===== src/rtl/if_id_pipe_reg.sv =====
// IF/ID pipeline register: captures the fetched instruction and PC, adds flush,
// valid, branch-delay-slot tagging, fetch-address fault detection and a stall counter.
module if_id_pipe_reg #(
    parameter int              XLEN      = 32,
    parameter logic [XLEN-1:0] RESET_PC  = 32'h0000_3000,
    parameter logic [XLEN-1:0] IMEM_BASE = 32'h0000_3000,
    parameter logic [XLEN-1:0] IMEM_SIZE = 32'h0000_1000,
    parameter logic [XLEN-1:0] NOP_WORD  = 32'h0000_0000,
    parameter int              CNT_W     = 16
) (
    input  logic             clk,
    input  logic             reset,
    input  logic [XLEN-1:0]  instr,
    input  logic [XLEN-1:0]  pc,
    input  logic             stall,
    input  logic             flush,
    input  logic             d_is_branch,
    output logic [XLEN-1:0]  ir_d,
    output logic [XLEN-1:0]  pc_d,
    output logic [XLEN-1:0]  pc4_d,
    output logic [XLEN-1:0]  pc8_d,
    output logic             valid_d,
    output logic             bd_d,
    output logic [4:0]       exc_d,
    output logic [CNT_W-1:0] stall_cnt
);

    localparam logic [4:0]  EXC_NONE = 5'd0;
    localparam logic [4:0]  EXC_ADEL = 5'd4;
    // One extra bit so a window ending at the top of the address space cannot overflow.
    localparam logic [XLEN:0] IMEM_LIMIT = {1'b0, IMEM_BASE} + {1'b0, IMEM_SIZE};

    logic [XLEN-1:0]  ir_q,    ir_d_n;
    logic [XLEN-1:0]  pc_q,    pc_d_n;
    logic [XLEN-1:0]  pc4_q,   pc4_d_n;
    logic [XLEN-1:0]  pc8_q,   pc8_d_n;
    logic             valid_q, valid_d_n;
    logic             bd_q,    bd_d_n;
    logic [4:0]       exc_q,   exc_d_n;
    logic [CNT_W-1:0] cnt_q,   cnt_d;

    logic            fetch_fault;
    logic [XLEN-1:0] pc_plus4;
    logic [XLEN-1:0] pc_plus8;

    assign fetch_fault = (pc[1:0] != 2'b00)
                      || (pc < IMEM_BASE)
                      || ({1'b0, pc} >= IMEM_LIMIT);
    assign pc_plus4    = pc + XLEN'(4);
    assign pc_plus8    = pc + XLEN'(8);

    always_comb begin
        ir_d_n    = ir_q;
        pc_d_n    = pc_q;
        pc4_d_n   = pc4_q;
        pc8_d_n   = pc8_q;
        valid_d_n = valid_q;
        bd_d_n    = bd_q;
        exc_d_n   = exc_q;
        cnt_d     = cnt_q;
        if (flush) begin
            // PC fields keep tracking the fetch so the EPC source stays current.
            ir_d_n    = NOP_WORD;
            pc_d_n    = pc;
            pc4_d_n   = pc_plus4;
            pc8_d_n   = pc_plus8;
            valid_d_n = 1'b0;
            bd_d_n    = 1'b0;
            exc_d_n   = EXC_NONE;
        end else if (stall) begin
            if (valid_q && (cnt_q != {CNT_W{1'b1}})) begin
                cnt_d = cnt_q + CNT_W'(1);
            end
        end else begin
            pc_d_n    = pc;
            pc4_d_n   = pc_plus4;
            pc8_d_n   = pc_plus8;
            valid_d_n = 1'b1;
            bd_d_n    = d_is_branch & valid_q;
            if (fetch_fault) begin
                ir_d_n  = NOP_WORD;
                exc_d_n = EXC_ADEL;
            end else begin
                ir_d_n  = instr;
                exc_d_n = EXC_NONE;
            end
        end
    end

    always_ff @(posedge clk or negedge reset) begin
        if (!reset) begin
            ir_q    <= NOP_WORD;
            pc_q    <= RESET_PC;
            pc4_q   <= RESET_PC + XLEN'(4);
            pc8_q   <= RESET_PC + XLEN'(8);
            valid_q <= 1'b0;
            bd_q    <= 1'b0;
            exc_q   <= EXC_NONE;
            cnt_q   <= '0;
        end else begin
            ir_q    <= ir_d_n;
            pc_q    <= pc_d_n;
            pc4_q   <= pc4_d_n;
            pc8_q   <= pc8_d_n;
            valid_q <= valid_d_n;
            bd_q    <= bd_d_n;
            exc_q   <= exc_d_n;
            cnt_q   <= cnt_d;
        end
    end

    assign ir_d      = ir_q;
    assign pc_d      = pc_q;
    assign pc4_d     = pc4_q;
    assign pc8_d     = pc8_q;
    assign valid_d   = valid_q;
    assign bd_d      = bd_q;
    assign exc_d     = exc_q;
    assign stall_cnt = cnt_q;

endmodule


===== config.mk =====
export PLATFORM = sky130hd
export DESIGN_NAME = if_id_pipe_reg
export DESIGN_NICKNAME = d
export VERILOG_FILES = /design/src/rtl/if_id_pipe_reg.sv
export SDC_FILE = /design/constraint.sdc
export NUM_CORES = 1
export LEC_CHECK = 0
export BUFFER_PORTS_ARGS = -buffer_cell sky130_fd_sc_hd__buf_2
export CORE_UTILIZATION = 46
export CTS_BUF_LIST = sky130_fd_sc_hd__clkbuf_4 sky130_fd_sc_hd__clkbuf_8 sky130_fd_sc_hd__clkbuf_16
export CTS_CLUSTER_DIAMETER = 120
export CTS_CLUSTER_SIZE = 8
export DETAILED_ROUTE_END_ITERATION = 10
export GPL_TIMING_DRIVEN = 0
export PLACE_DENSITY_LB_ADDON = 0.3
export SLEW_MARGIN = 20
export SYNTH_ARGS = -nofsm -noshare
export SYNTH_HDL_FRONTEND = slang
export SYNTH_SLANG_ARGS = --single-unit

===== constraint.sdc =====
create_clock -name clk -period 2.1 [get_ports clk]
set_clock_uncertainty 0.2 [all_clocks]
set_input_delay 0.315 -clock clk [delete_from_list [all_inputs] [get_ports clk]]
set_output_delay 0.315 -clock clk [all_outputs]
set_load 0.01 [all_outputs]

==> flow_summary_export.csv <==
group,metric,value,unit
setup_path,crit_path_start_kind,"input pin",
final_layout,fillers,1180,
final_layout,multiInputGateArea,2900,sq um
logic_synthesis,synth_seq_cells,142,
clock_network,root_buffer,"clkbuf_16",
final_layout,seq_area,3560,sq um
floorplan,ios,220,
sta,setup_viol,0,
floorplan,die-height,123,um
final_layout,final_area,9250,sq um
setup_path,path_cells,"buf_2 -> ha_4 -> nand4_1 -> or2_2 -> clkbuf_1 -> or4_1 -> a31oi_1",
setup_path,cp_num_buf_inv,2,
sta,fin_crit,2.03,ns
clock_network,clk_pin_slew,0.06,ns
logic_synthesis,yosysMostFrequentCell,"nand2_1",
global_route,antenna_found_initial,0,
worst_hold_path,hold_path.class,"input pin to register",
logic_synthesis,synth_edf_count,0,
setup_path,crit_family,"simple AND/OR/NAND/NOR gates",
global_route,use_met2,0.448,
logic_synthesis,yosysWarnings,0,
logic_synthesis,ys_types,46,
place,numPortBuffers,199,
clock_network,clockBufferDepth,2,
global_route,use_met3,0.0743,
setup_path,arrival,2.18,ns
flow_run,maxCapViolCount,0,
route,initialDrtViolationCount,554,
setup_path,cpMaxStageDelayCell,"or4_1",
power,vdd_drop_max,0.565,mV
clock_network,numCtsBuffers,17,
logic_synthesis,synth.top_cell.area_share,0.501,
clock_network,cts_tree,"yes",
global_route,busiest_layer,"met2",
route,finalWirelength,21000,um
final_layout,area.growth.synth_to_final,38.4,%
sta,maxSlewViolCount,0,
logic_synthesis,async_flop_share,1.00,
place,placed_cell_area,7990,sq um
logic_synthesis,avgSynthCellArea,9.61,sq um
power,power.leakage,4.44,nW
clock_network,clock_latency,0.43,ns
global_route,grt_max_degree,78,
route,vias,6592,
logic_synthesis,syn_area,6690,sq um
setup_path,critPathMaxStageDelay,0.45,ns
setup_path,crit_path_end_kind,"register",
clock_network,cts.sinks,142,
setup_path,cp.required,2.25,ns
logic_synthesis,yosysTopAreaCell,"dfrtp_1",
logic_synthesis,seq_area_frac_synth,0.533,
sta,tightest_slew,0.908,ns
final_layout,drive_gt1_frac,0.308,
logic_synthesis,syn_inst,696,
route,vias_per_cell,5.68,
floorplan,dieArea,15000,sq um
global_route,grt_usage,0.291,
sta,max-slew-margin-rel,0.390,
route,wl_per_cell,18.1,um
final_layout,nNetsFinal,1041,
global_route,grt_pass1_wl,33000,um
global_route,grt_pass1_vias,6243,
place,routabilityCongestion,0.860,
logic_synthesis,synthTopCellsByCount,"nand2_1 (142), dfrtp_1 (134), o21ai_0 (41), nor2_1 (36), a22o_1 (32)",
logic_synthesis,synth_ff_type,"dfrtp_1",
route,ant_nets,0,
clock_network,cts_max_level,4,
outcome,status,"completed",
setup_path,cp_max_fo,10,
logic_synthesis,ys_top_cells_by_area,"dfrtp_1 (50%), nand2_1 (8.0%), a22o_1 (4.2%)",
place,hpwl,14400,um
power,p_per_area,833,nW/um^2
global_route,grt.overflow.total,0,
floorplan,fp.coreArea,14000,sq um
global_route,gr-usage-met1,0.385,
route,drc,0,
floorplan,rows,43,
sta,hold_viol_final,0,
final_layout,diodes,0,
setup_path,critical_path_class,"input pin to register",
floorplan,die_w,123,um
sta,fmax,493,MHz
sta,period_share,0.966,
route,drt-pass1-iter-count,5,
floorplan,start_util,0.476,
sta,hold_ws,0.00603,ns
[cell families after synthesis]
| group | count (synthesis) | share of synthesized area |
|---|---|---|
| other | 1 | 0.000561 |
| DFF | 142 | 0.533 |
| AOI/OAI and AO/OA | 128 | 0.133 |
| and+or+nand+nor | 314 | 0.226 |
| xor gates and xnor gates | 36 | 0.0471 |
| buffers and inverters | 68 | 0.0477 |
| muxes | 3 | 0.00505 |
| adders and majority gates | 4 | 0.00748 |
[final timing paths]
check	depth (start not counted)	start	slack [ns]	end
setup / recovery	7	pc[3]	0.07	pc4_d[27]
hold / removal	3	pc[4]	0.006	pc_d[4]
setup reg to reg	5	stall_cnt[1]	0.08	stall_cnt[8]
hold reg to reg	2	pc_d[26]	0.26	pc_d[26]
max in group asynchronous	3	reset	0.72	ir_d[9]
min in group asynchronous	2	reset	0.24	pc4_d[3]
[through the flow]
| step | setup slack, ns | utilization | instances | setup TNS (ns) | total power [mW] |
|---|---|---|---|---|---|
| 2_1_floorplan | -0.0166 | - | 699 | -0.0451 | 3.58 |
| 3_3_place_gp | -1.53 | 0.566 | 1078 | -264.66 | 4.04 |
| 3_5_place_dp | -0.670 | 0.569 | 1079 | -58.19 | 4.07 |
| 4_1_cts | 0.000814 | 0.655 | 1160 | 0 | 7.71 |
| 5_1_grt | -0.0120 | 0.659 | 1161 | -0.0120 | 8.00 |
| 6_report | 0.0705 | 0.659 | 1161 | 0 | 7.70 |
[power by group]
part | total, mW | switching [mW] | internal [mW]
logic | 1.07 | 0.630 | 0.444
clock network | 3.55 | 1.20 | 2.34
registers | 3.08 | 0.140 | 2.94
[sequential cells by signal (all words and copies together), names as in the netlist]
register	flops
exc_d	1
ir_d	32
pc8_d	29
pc4_d	30
bd_d	1
valid_d	1
pc_d	32
stall_cnt	16
[tightest hold or removal path, stage by stage]
cell     delay, ns
buf_2         0.16
nand2_1       0.07
nand2_1       0.05
[cell usage in the layout (no fill, tap or decap), types with 4 or more instances in the layout]
| master | synthesis | routed |
|---|---|---|
| and3_1 | 8 | 8 |
| or3_1 | 11 | 11 |
| o31ai_1 | 4 | 4 |
| o211ai_1 | 4 | 4 |
| clkbuf_16 | 0 | 17 |
| nand2_1 | 142 | 142 |
| nor4_1 | 14 | 11 |
| nand4_1 | 27 | 27 |
| clkbuf_1 | 30 | 17 |
| nand3_1 | 24 | 23 |
| dlygate4sd3_1 | 0 | 48 |
| or4_1 | 8 | 6 |
| buf_4 | 12 | 15 |
| clkbuf_2 | 1 | 14 |
| a22o_1 | 32 | 32 |
| o21ai_0 | 41 | 39 |
| a21oi_1 | 6 | 6 |
| inv_1 | 8 | 8 |
| xnor2_1 | 26 | 26 |
| conb_1 | 1 | 4 |
| a31oi_1 | 18 | 18 |
| nor2_1 | 36 | 36 |
| xor2_1 | 10 | 10 |
| and4_1 | 6 | 6 |
| o311ai_0 | 4 | 4 |
| buf_2 | 14 | 210 |
| and2_1 | 8 | 8 |
| nor3_1 | 20 | 20 |
| dfstp_2 | 8 | 8 |
| dfrtp_1 | 134 | 134 |
| bufinv_16 | 0 | 7 |
| a221o_1 | 7 | 7 |
[area by class of cell]
class,instances,share of cell area
flip-flops and latches,142,0.385
multi-input cells,489,0.313
repair buffers,250,0.165
clock buffers,17,0.0460
plain buffers,60,0.0339
clock inverters,15,0.0288
well taps,180,0.0243
inverters,8,0.00325
[layer usage]
layer	up-vias	routed length [um]
met5	-	0
met4	0	877
met3	66	1840
met2	327	9780
met1	3191	8540
li1	3008	-
[timing repair]
| action | CTS | global route |
|---|---|---|
| hold buffers | 48 | 0 |
| setup buffers | 1 | 1 |
| endpoints found under the hold margin | 105 | 0 |
| pin swaps | 0 | 2 |
| endpoints found under the setup margin | 77 | 90 |
| gates resized for setup | 12 | 21 |
Note: power is estimated with default switching activity, not from simulation.
